<file path="src/rtl/kv_pkg.sv">
// Shared encodings, hash constants and the cuckoo hash function for the
// key/value command sequencer.
package kv_pkg;

  typedef enum logic [1:0] {
    OP_SEARCH = 2'd0,
    OP_INSERT = 2'd1,
    OP_CREDIT = 2'd2,
    OP_DEBIT  = 2'd3
  } kv_op_e;

  typedef enum logic [1:0] {
    SIG_SEARCH   = 2'd0,
    SIG_INSERT   = 2'd1,
    SIG_TRANSACT = 2'd2
  } kv_sig_e;

  typedef enum logic [1:0] {
    STAT_OK           = 2'd0,
    STAT_NOT_FOUND    = 2'd1,
    STAT_INSUFFICIENT = 2'd2,
    STAT_REJECTED     = 2'd3
  } kv_status_e;

  typedef enum logic [2:0] {
    S_IDLE,
    S_HASH,
    S_ISSUE,
    S_WAIT,
    S_CHECK,
    S_ISSUE2,
    S_WAIT2,
    S_RESP
  } kv_state_e;

  localparam int unsigned H1_SLOTS = 11;
  localparam int unsigned H2_SLOTS = 22;
  localparam int unsigned H1_MULT  = 91;
  localparam int unsigned H2_MULT  = 45;
  localparam int unsigned HASH_MOD = 100;

  // floor(((key*mult) mod 100) * slots / 100), product truncated to 32 bits
  function automatic logic [31:0] kv_hash(input logic [31:0] key,
                                          input logic [31:0] mult,
                                          input logic [31:0] slots);
    logic [31:0] prod;
    logic [31:0] rem;
    prod = key * mult;
    rem  = prod % HASH_MOD;
    return (rem * slots) / HASH_MOD;
  endfunction

endpackage

</file>
<file path="src/rtl/kv_hash_unit.sv">
// Registered cuckoo hash stage: captures both table indices for a key when
// load is asserted and holds them until the next load.
module kv_hash_unit
  import kv_pkg::*;
#(
  parameter int KEY_WIDTH = 32,
  parameter int H_WIDTH   = 9
) (
  input  logic                 clock,
  input  logic                 reset,
  input  logic                 load,
  input  logic [KEY_WIDTH-1:0] key,
  output logic [H_WIDTH-1:0]   h1,
  output logic [H_WIDTH-1:0]   h2
);

  logic [31:0]        key32;
  logic [H_WIDTH-1:0] h1_q, h1_d;
  logic [H_WIDTH-1:0] h2_q, h2_d;

  // next index values: recompute only when a new key is loaded
  always_comb begin
    key32 = 32'(key);
    h1_d  = h1_q;
    h2_d  = h2_q;
    if (load) begin
      h1_d = H_WIDTH'(kv_hash(key32, H1_MULT, H1_SLOTS));
      h2_d = H_WIDTH'(kv_hash(key32, H2_MULT, H2_SLOTS));
    end
  end

  // index registers
  always_ff @(posedge clock) begin
    if (reset) begin
      h1_q <= '0;
      h2_q <= '0;
    end else begin
      h1_q <= h1_d;
      h2_q <= h2_d;
    end
  end

  assign h1 = h1_q;
  assign h2 = h2_q;

endmodule

</file>
<file path="src/rtl/kv_cmd_sequencer.sv">
// Request FIFO plus single-command sequencer in front of the cuckoo-hash
// key/value store. Debits are split into a balance search and a subtract.
//
//   state  | meaning
//   -------+--------------------------------------------------------------
//   IDLE   | waiting for a buffered request; pops the FIFO head
//   HASH   | hash indices settle; rejects insert of the empty-marker key
//   ISSUE  | first command driven, held until cmd_ready
//   WAIT   | waiting for store_done (bounded by TIMEOUT)
//   CHECK  | debit: compare fetched balance against the amount
//   ISSUE2 | debit: subtract transaction driven, held until cmd_ready
//   WAIT2  | debit: waiting for the subtract to complete
//   RESP   | rsp_valid pulse
module kv_cmd_sequencer
  import kv_pkg::*;
#(
  parameter int FIFO_DEPTH = 4,
  parameter int KEY_WIDTH  = 32,
  parameter int VAL_WIDTH  = 32,
  parameter int H_WIDTH    = 9,
  parameter int TIMEOUT    = 64
) (
  input  logic                 clock,
  input  logic                 reset,
  input  logic                 in_valid,
  output logic                 in_ready,
  input  logic [1:0]           in_op,
  input  logic [KEY_WIDTH-1:0] in_key,
  input  logic [VAL_WIDTH-1:0] in_value,
  output logic                 cmd_valid,
  input  logic                 cmd_ready,
  output logic [1:0]           cmd_signal,
  output logic                 cmd_transact_kind,
  output logic [KEY_WIDTH-1:0] cmd_key,
  output logic [VAL_WIDTH-1:0] cmd_value,
  output logic [VAL_WIDTH-1:0] cmd_transact_value,
  output logic [H_WIDTH-1:0]   cmd_hash1,
  output logic [H_WIDTH-1:0]   cmd_hash2,
  input  logic                 store_done,
  input  logic                 store_found,
  input  logic [VAL_WIDTH-1:0] store_updated_value,
  output logic                 rsp_valid,
  output logic [1:0]           rsp_op,
  output logic [KEY_WIDTH-1:0] rsp_key,
  output logic [VAL_WIDTH-1:0] rsp_value,
  output logic [1:0]           rsp_status
);

  localparam int PW = $clog2(FIFO_DEPTH);
  localparam int CW = PW + 1;
  localparam int TW = $clog2(TIMEOUT + 1);

  // ---------------- request FIFO ----------------
  logic [1:0]           fifo_op_q  [FIFO_DEPTH];
  logic [KEY_WIDTH-1:0] fifo_key_q [FIFO_DEPTH];
  logic [VAL_WIDTH-1:0] fifo_val_q [FIFO_DEPTH];
  logic [PW-1:0]        wr_ptr_q, wr_ptr_d, rd_ptr_q, rd_ptr_d;
  logic [CW-1:0]        count_q, count_d;
  logic                 in_ready_q, in_ready_d;
  logic                 push, pop;

  kv_state_e            state_q, state_d;

  assign push = in_valid && in_ready_q;
  assign pop  = (state_q == S_IDLE) && (count_q != '0);

  // pointer/count update; in_ready is registered from the next count
  always_comb begin
    wr_ptr_d = wr_ptr_q;
    rd_ptr_d = rd_ptr_q;
    count_d  = count_q;
    if (push) wr_ptr_d = wr_ptr_q + 1'b1;
    if (pop)  rd_ptr_d = rd_ptr_q + 1'b1;
    case ({push, pop})
      2'b10:   count_d = count_q + 1'b1;
      2'b01:   count_d = count_q - 1'b1;
      default: count_d = count_q;
    endcase
    in_ready_d = (count_d != CW'(FIFO_DEPTH));
  end

  // FIFO control registers
  always_ff @(posedge clock) begin
    if (reset) begin
      wr_ptr_q   <= '0;
      rd_ptr_q   <= '0;
      count_q    <= '0;
      in_ready_q <= 1'b1;
    end else begin
      wr_ptr_q   <= wr_ptr_d;
      rd_ptr_q   <= rd_ptr_d;
      count_q    <= count_d;
      in_ready_q <= in_ready_d;
    end
  end

  // FIFO storage; contents need no reset since the pointers gate them
  always_ff @(posedge clock) begin
    if (push) begin
      fifo_op_q[wr_ptr_q]  <= in_op;
      fifo_key_q[wr_ptr_q] <= in_key;
      fifo_val_q[wr_ptr_q] <= in_value;
    end
  end

  assign in_ready = in_ready_q;

  // ---------------- hash stage ----------------
  kv_hash_unit #(
    .KEY_WIDTH (KEY_WIDTH),
    .H_WIDTH   (H_WIDTH)
  ) u_hash (
    .clock (clock),
    .reset (reset),
    .load  (pop),
    .key   (fifo_key_q[rd_ptr_q]),
    .h1    (cmd_hash1),
    .h2    (cmd_hash2)
  );

  // ---------------- sequencer ----------------
  logic [1:0]           op_q, op_d;
  logic [KEY_WIDTH-1:0] key_q, key_d;
  logic [VAL_WIDTH-1:0] amt_q, amt_d;
  logic [VAL_WIDTH-1:0] bal_q, bal_d;
  logic                 found_q, found_d;
  logic [TW-1:0]        timer_q, timer_d;
  logic                 cmd_valid_q, cmd_valid_d;
  logic [1:0]           cmd_sig_q, cmd_sig_d;
  logic                 cmd_kind_q, cmd_kind_d;
  logic [KEY_WIDTH-1:0] cmd_key_q, cmd_key_d;
  logic [VAL_WIDTH-1:0] cmd_val_q, cmd_val_d;
  logic [VAL_WIDTH-1:0] cmd_tval_q, cmd_tval_d;
  logic                 rsp_valid_q, rsp_valid_d;
  logic [1:0]           rsp_op_q, rsp_op_d;
  logic [KEY_WIDTH-1:0] rsp_key_q, rsp_key_d;
  logic [VAL_WIDTH-1:0] rsp_value_q, rsp_value_d;
  logic [1:0]           rsp_status_q, rsp_status_d;
  logic                 resp_go;
  logic [1:0]           resp_status;
  logic [VAL_WIDTH-1:0] resp_value;

  // next-state and registered-output computation
  always_comb begin
    state_d      = state_q;
    op_d         = op_q;
    key_d        = key_q;
    amt_d        = amt_q;
    bal_d        = bal_q;
    found_d      = found_q;
    timer_d      = timer_q;
    cmd_valid_d  = cmd_valid_q;
    cmd_sig_d    = cmd_sig_q;
    cmd_kind_d   = cmd_kind_q;
    cmd_key_d    = cmd_key_q;
    cmd_val_d    = cmd_val_q;
    cmd_tval_d   = cmd_tval_q;
    rsp_valid_d  = 1'b0;
    rsp_op_d     = rsp_op_q;
    rsp_key_d    = rsp_key_q;
    rsp_value_d  = rsp_value_q;
    rsp_status_d = rsp_status_q;
    resp_go      = 1'b0;
    resp_status  = STAT_OK;
    resp_value   = '0;

    case (state_q)
      S_IDLE: begin
        if (pop) begin
          op_d    = fifo_op_q[rd_ptr_q];
          key_d   = fifo_key_q[rd_ptr_q];
          amt_d   = fifo_val_q[rd_ptr_q];
          state_d = S_HASH;
        end
      end

      S_HASH: begin
        if ((op_q == OP_INSERT) && (key_q == '0)) begin
          resp_go     = 1'b1;
          resp_status = STAT_REJECTED;
        end else begin
          state_d     = S_ISSUE;
          cmd_valid_d = 1'b1;
          cmd_key_d   = key_q;
          cmd_kind_d  = 1'b0;
          cmd_val_d   = '0;
          cmd_tval_d  = '0;
          case (op_q)
            OP_INSERT: begin
              cmd_sig_d = SIG_INSERT;
              cmd_val_d = amt_q;
            end
            OP_CREDIT: begin
              cmd_sig_d  = SIG_TRANSACT;
              cmd_kind_d = 1'b1;
              cmd_tval_d = amt_q;
            end
            default: cmd_sig_d = SIG_SEARCH;  // search, and debit's balance fetch
          endcase
        end
      end

      S_ISSUE, S_ISSUE2: begin
        if (cmd_ready) begin
          cmd_valid_d = 1'b0;
          timer_d     = TW'(TIMEOUT - 1);
          state_d     = (state_q == S_ISSUE) ? S_WAIT : S_WAIT2;
        end
      end

      S_WAIT: begin
        if (store_done) begin
          if (op_q == OP_DEBIT) begin
            found_d = store_found;
            bal_d   = store_updated_value;
            state_d = S_CHECK;
          end else begin
            resp_go     = 1'b1;
            resp_value  = store_updated_value;
            resp_status = ((op_q != OP_INSERT) && !store_found) ? STAT_NOT_FOUND : STAT_OK;
          end
        end else if (timer_q == '0) begin
          resp_go     = 1'b1;
          resp_status = STAT_REJECTED;
        end else begin
          timer_d = timer_q - 1'b1;
        end
      end

      S_CHECK: begin
        if (!found_q) begin
          resp_go     = 1'b1;
          resp_status = STAT_NOT_FOUND;
          resp_value  = bal_q;
        end else if (bal_q < amt_q) begin
          resp_go     = 1'b1;
          resp_status = STAT_INSUFFICIENT;
          resp_value  = bal_q;
        end else begin
          state_d     = S_ISSUE2;
          cmd_valid_d = 1'b1;
          cmd_sig_d   = SIG_TRANSACT;
          cmd_kind_d  = 1'b0;
          cmd_val_d   = '0;
          cmd_tval_d  = amt_q;
        end
      end

      S_WAIT2: begin
        if (store_done) begin
          resp_go     = 1'b1;
          resp_status = STAT_OK;
          resp_value  = store_updated_value;
        end else if (timer_q == '0) begin
          resp_go     = 1'b1;
          resp_status = STAT_REJECTED;
        end else begin
          timer_d = timer_q - 1'b1;
        end
      end

      S_RESP: state_d = S_IDLE;

      default: state_d = S_IDLE;
    endcase

    if (resp_go) begin
      state_d      = S_RESP;
      rsp_valid_d  = 1'b1;
      rsp_op_d     = op_q;
      rsp_key_d    = key_q;
      rsp_value_d  = resp_value;
      rsp_status_d = resp_status;
    end
  end

  // sequencer state and registered outputs
  always_ff @(posedge clock) begin
    if (reset) begin
      state_q      <= S_IDLE;
      op_q         <= '0;
      key_q        <= '0;
      amt_q        <= '0;
      bal_q        <= '0;
      found_q      <= 1'b0;
      timer_q      <= '0;
      cmd_valid_q  <= 1'b0;
      cmd_sig_q    <= '0;
      cmd_kind_q   <= 1'b0;
      cmd_key_q    <= '0;
      cmd_val_q    <= '0;
      cmd_tval_q   <= '0;
      rsp_valid_q  <= 1'b0;
      rsp_op_q     <= '0;
      rsp_key_q    <= '0;
      rsp_value_q  <= '0;
      rsp_status_q <= '0;
    end else begin
      state_q      <= state_d;
      op_q         <= op_d;
      key_q        <= key_d;
      amt_q        <= amt_d;
      bal_q        <= bal_d;
      found_q      <= found_d;
      timer_q      <= timer_d;
      cmd_valid_q  <= cmd_valid_d;
      cmd_sig_q    <= cmd_sig_d;
      cmd_kind_q   <= cmd_kind_d;
      cmd_key_q    <= cmd_key_d;
      cmd_val_q    <= cmd_val_d;
      cmd_tval_q   <= cmd_tval_d;
      rsp_valid_q  <= rsp_valid_d;
      rsp_op_q     <= rsp_op_d;
      rsp_key_q    <= rsp_key_d;
      rsp_value_q  <= rsp_value_d;
      rsp_status_q <= rsp_status_d;
    end
  end

  assign cmd_valid          = cmd_valid_q;
  assign cmd_signal         = cmd_sig_q;
  assign cmd_transact_kind  = cmd_kind_q;
  assign cmd_key            = cmd_key_q;
  assign cmd_value          = cmd_val_q;
  assign cmd_transact_value = cmd_tval_q;
  assign rsp_valid          = rsp_valid_q;
  assign rsp_op             = rsp_op_q;
  assign rsp_key            = rsp_key_q;
  assign rsp_value          = rsp_value_q;
  assign rsp_status         = rsp_status_q;

endmodule

</file>
<file path="config.mk">
export PLATFORM = sky130hd
export DESIGN_NAME = kv_cmd_sequencer
export DESIGN_NICKNAME = d
export VERILOG_FILES = /design/src/rtl/kv_pkg.sv /design/src/rtl/kv_hash_unit.sv /design/src/rtl/kv_cmd_sequencer.sv
export SDC_FILE = /design/constraint.sdc
export NUM_CORES = 2
export LEC_CHECK = 0
export CAP_MARGIN = 20
export CELL_PAD_IN_SITES_DETAIL_PLACEMENT = 0
export CELL_PAD_IN_SITES_GLOBAL_PLACEMENT = 2
export CORE_MARGIN = 3
export CORE_UTILIZATION = 38
export DETAILED_ROUTE_END_ITERATION = 10
export PLACE_DENSITY_LB_ADDON = 0.1
export REMOVE_ABC_BUFFERS = 1
export SYNTH_ARGS = -nofsm -noshare
export SYNTH_HDL_FRONTEND = slang
export SYNTH_HIERARCHICAL = 1
export SYNTH_SLANG_ARGS = --single-unit
</file>
<file path="constraint.sdc">
create_clock -name clock -period 51.6 [get_ports clock]
set_input_delay 15.48 -clock clock [delete_from_list [all_inputs] [get_ports clock]]
set_output_delay 15.48 -clock clock [all_outputs]
set_load 0.02 [all_outputs]
</file>
### Word-level counts from Yosys, hierarchy flattened

Memories as Yosys holds them, arrays and structs flattened. A register that Yosys moved wholly into a read port is not among the register bits.
Cells that the tools add are included.

* bitwise operators: 1
* equal/unequal tests: 27
* mux-type cells: 68
* reductions and logical operators: 22
* div/mod/pow operators: 4
* add/sub/neg operators: 5
* multiply operators: 4
* $lt $le $gt $ge: 1

Operators by type and width (count)
* $mux W32: 13
* $pmux W32 S2: 2
* $pmux W32 S3: 1
* $div A32 B7 Y32 const B: 2
* $mod A32 B7 Y32 const B: 2
* $logic_not A32 Y1: 1
* $lt A32 B32 Y1: 1
* $mul A32 B4 Y31 const B: 1
* $mul A32 B4 Y32 const B: 1
* $mul A32 B6 Y32 const B: 1
* $mul A32 B7 Y32 const B: 1
* $mux W3: 9
* $ne A3 B3 Y1 const B: 8
* $mux W2: 11
* $mux W7: 3
* $mux W1: 20
* $pmux W3 S6: 1
* $pmux W7 S2: 1
* $eq A3 B3 Y1 const B: 4
* $ne A2 B2 Y1 const B: 6
* $pmux W2 S2: 2
* $pmux W2 S4: 1
* $reduce_and A4 Y1: 2
* $reduce_and A8 Y1: 1
* other kinds (25): 37

* register bits after elaboration: 270
* output and inout bits: 188
* memories: 3
* RAM bits: 264
* bits of input ports: 104

Memory list
* fifo_key_q: depth 4, width 32, rd ports 1, clocked after Yosys merged registers in 1, write ports 1, line kv_cmd_sequencer.sv:55 `logic [KEY_WIDTH-1:0] fifo_key_q [FIFO_DEPTH];`
* fifo_val_q: depth 4, width 32, rd ports 1, clocked after Yosys merged registers in 1, write ports 1, line kv_cmd_sequencer.sv:56 `logic [VAL_WIDTH-1:0] fifo_val_q [FIFO_DEPTH];`
* fifo_op_q: depth 4, width 2, rd ports 1, clocked after Yosys merged registers in 1, write ports 1, line kv_cmd_sequencer.sv:54 `logic [1:0] fifo_op_q [FIFO_DEPTH];`

### Longest topological paths before layout

* word-level depth: 6
* mapped depth: 248
* mapped depth without buffers: 210

### By module

The synthesis kept the hierarchy.

Modules (own cells, without submodules)
* kv_hash_unit: instances 1, area each 46276.9 sq um, cells an instance 6875, sequential area each 360.3 sq um
* kv_cmd_sequencer: instances 1, area each 21245.4 sq um, cells an instance 1695, sequential area each 13693.1 sq um

### Least setup slack after synthesis

OpenSTA, ideal clock, no wires.

* path kind: register to register
* from: register with a tool-made name
* to: register u_hash.h2_q[0] (netlist: u_hash/h2[0])
* cell stages (with the launch flop): 173
* data arrival time: 43.022 ns
* clock period less this slack: 43.159 ns
* required time: 51.463 ns
* path slack: 8.441 ns
* cells stage by stage: dfxtp_1 clkbuf_1 buf_1 mux4_2 ha_1 inv_1 fa_1 fa_1 inv_1 ha_1 a21oi_1 o21ai_0 a21oi_1 o21ai_0 a21oi_1 o21ai_0 a21oi_1 o21ai_0 (+137 left out) nand4_1 buf_2 buf_2 a2111oi_1 xnor2_1 nand4_1 or4b_1 a31oi_4 and2_1 buf_4 o311ai_1 and4_1 nand4bb_4 or4_4 nor3_1 a2bb2oi_1 a2111oi_2 a41oi_1

RTL lines
* end signal, assigned: line kv_hash_unit.sv:36 `h2_q <= '0;`
* end signal, assigned: line kv_hash_unit.sv:39 `h2_q <= h2_d;`
* end, declared: line kv_hash_unit.sv:19 `logic [H_WIDTH-1:0] h2_q, h2_d;`

==> implementation parameters <==
Parameter                              Value

Drt
  First-iteration detailed-routing DRC count    5499
  Post-detailed-route wirelength per cell    21.98 um
  DRC violations left    0
  Routed via count divided by cell count    6.065
  DR vias    67810
  Total Wirelength    245.8 mm
  Detailed Routing Iterations Pass 1    6
  Antenna-violating nets left    0

Clock tree
  Maximum buffer depth of the clock tree    3
  Clk sinks    570
  TritonCTS clock tree    yes
  H-tree levels    3
  Source-to-sink clock delay at the later pin of the worst-skew pair    640 ps
  Clock tree root buffer cell    sky130_fd_sc_hd__clkbuf_16
  Clock buffers created by TritonCTS    67
  Clock-pin slew of the registers on the worst-case setup and hold paths    60 ps

Worst setup path
  FF-to-FF End    u_hash/h2[0]
  Top cell by count, worst path    sky130_fd_sc_hd__o21ai_0
  Worst Reg-to-Reg Cells    163
  Maximum net fanout on the critical path    18
  Critical Path Slowest Stage Cell    sky130_fd_sc_hd__mux4_2
  Slack of the worst reg-to-reg path    3870 ps
  CP peak stage delay    750 ps
  CP Data Required Time    52080 ps
  Classification of the worst setup path    reg -> reg
  Critical path startpoint category    flop
  Critical Path Sink Type    flop
  Endpoint of the most critical setup path    u_hash/h2[0]
  Arrival time at the worst endpoint    48210 ps

GRT
  First-pass GRT wire length    377.6 mm
  Maximum number of pins on one net before global-route repair    88
  Antenna violations before repair    19
  GRT Residual Overflow    0
  Number of global-route vias before repair    64020
  All-Layer GR Usage    0.2557

Layout
  Fraction of final layout cells with drive strength greater than 1    0.07768
  Fillers    18060
  Area growth from synthesis to layout    11.81%
  Most common cell after layout, fill and taps aside    sky130_fd_sc_hd__nand2_1
  Commonest cells after routing, fill and taps aside    sky130_fd_sc_hd__nand2_1, sky130_fd_sc_hd__nor2_1, sky130_fd_sc_hd__a21oi_1, sky130_fd_sc_hd__inv_1, sky130_fd_sc_hd__xnor2_1
  Net count of the finished layout    9268
  Final Instance Area    75490 sq um

Timing
  Final cycle utilization of the critical path    0.9251
  Tightest Pin Transition    1854 ps
  Final hold violation count    0
  Number of setup violations in the final report    0
  Max Clock Skew    44.34 ps
  Minimum period implied by the final worst setup slack    47730 ps
  Highest achievable clock rate    20.95 MHz
  Final count of pins violating max slew    22
  Rel. slew slack    -0.2362
  Final worst-path setup slack    3867 ps

Placement
  Minimum setup slack after placement    875.6 ps
  Dpl cell area    72840 sq um
  Last weighted congestion value of the routability-driven placer    0.9044
  Count of input and output buffers    291
  Half-perimeter wire length after detailed placement    190.0 mm

Run status
  Violated checks    max-slew violations
  Run status    complete, but fails checks

Run
  Max-cap violation count    0

Synth
  Largest area contributor in the netlist    sky130_fd_sc_hd__edfxtp_1
  Share of synthesized area occupied by flip-flops and latches    0.2081
  Synthesized netlist cell count    8570
  Flip-flop cell with the highest count after synthesis    sky130_fd_sc_hd__dfxtp_1
  Number of flops mapped to enable cells by yosys    264
  Summed instance area of the synthesized netlist    67520 sq um
  Mean post-synth cell area    7.879 sq um
  Post-synth cell types    156
  Number of synthesized register bits    570
  FFs w/ async S/R, synth    0
  Post-synth top area share    0.1174
  Top cells by area in the synthesized netlist    sky130_fd_sc_hd__edfxtp_1, sky130_fd_sc_hd__dfxtp_1, sky130_fd_sc_hd__xnor2_1, sky130_fd_sc_hd__nand2_1, sky130_fd_sc_hd__ha_1
  Syn. warnings    6

Floorplan
  Floorplan die area    182800 sq um
  Horiz. Die Dim    427.5 um
  Row cnt    154
  Num ports    292
  Starting density of the core    0.3830
  Area of the core    176300 sq um
  Height of the die    427.5 um

Worst hold path
  Hold WC Path Type    reg -> reg
per-stage QoR:
step	hold WS [ps]	utilization	TNS, ps	instances
6_report	451.9	0.4282	0	11180
4_1_cts	453.7	0.4257	0	11150
3_3_place_gp	436.1	0.4131	0	11020
2_1_floorplan	441.0	-	0	8333
3_5_place_dp	446.1	0.4132	0	11020
5_1_grt	472.0	0.4282	-92.21	11180
synthesized netlist by cell type, drive strengths merged (67+ instances only):
library cell,n
o211ai,156
inv,536
nand2,896
a21oi,615
a31o,76
clkbuf,251
a21boi,77
or2,110
o31ai,119
mux4,67
fa,127
o21a,73
mux2i,115
o21ai,436
nand2b,80
nor2,702
a22o,76
nand4,86
dfxtp,306
nand3,256
a31oi,154
or3,88
nor4,96
ha,259
and3,105
xnor2,450
buf,115
xor2,156
edfxtp,264
a211oi,119
a21o,109
and2,121
nor3,273
worst min path at each step:
| stage | endpoint | from | slack (ps) | cells after the start |
|---|---|---|---|---|
| finish | cmd_key[24] | cmd_key[24] | 450 | 2 |
| global route | cmd_key[24] | cmd_key[24] | 470 | 2 |
| CTS | cmd_key[18] | cmd_key[18] | 450 | 2 |
| detailed placement | cmd_key[18] | cmd_key[18] | 450 | 2 |
| global placement | cmd_signal[0] | cmd_signal[0] | 440 | 1 |
| floorplan | timer_q[6] | timer_q[6] | 440 | 1 |
repair_timing:
item,CTS,global route
resized for setup,0,36
hold buffers,0,0
buffers inserted,0,22
endpoints found under the setup margin,0,3
state kept, by name (all words and copies together) (netlist names), 3 cells and up, named ones only:
register            count
cmd_value              32
timer_q                 7
key_q                  32
rsp_key                32
fifo_op_q               8
state_q                 3
cmd_key                32
amt_q                  32
rsp_value              32
bal_q                  32
u_hash/h2               9
fifo_val_q            128
u_hash/h1               9
count_q                 3
cmd_transact_value     32
fifo_key_q            128
kinds of logic after synthesis:
logic type	after synthesis	share of synthesized area
other	2	0.0001112
adder cells (fa/ha/maj)	417	0.09024
buffers and inverters	904	0.05344
XOR/XNOR	611	0.08062
multiplexers	244	0.05016
AND/OR/NAND/NOR	3089	0.2291
flip-flops	570	0.2081
AO/OA/AOI/OAI	2733	0.2882
routing by layer:
layer,wire [um],track usage,up-vias
met5,13,0,-
met1,109100,0.3379,33130
li1,-,-,32530
met4,7713,0.07181,2
met2,119000,0.4480,1831
met3,9940,0.01754,324
area by class of cell:
class	count	area [sq um]	share of cell area
repair buffers	374	3547	0.04699
flip-flops and latches	570	14060	0.1862
clock buffers	80	1757	0.02327
diodes	10	25.02	0.0003315
well taps	2340	2928	0.03878
inverters	538	2021	0.02677
multi-input cells	7227	50700	0.6715
clock inverters	42	462.9	0.006132
worst max-delay path: cells and delay by family (launching register included):
kind / cells / cell delay, ps
adder cells (fa/ha/maj): 9 / 3660
XOR/XNOR: 21 / 6380
AO/OA/AOI/OAI: 78 / 21170
flip-flops: 1 / 610
buffers and inverters: 10 / 1420
multiplexers: 7 / 2840
AND/OR/NAND/NOR: 38 / 11400
Power is not shown: default switching activity piles up to over one toggle a cycle in this logic, so the estimate is an artifact.
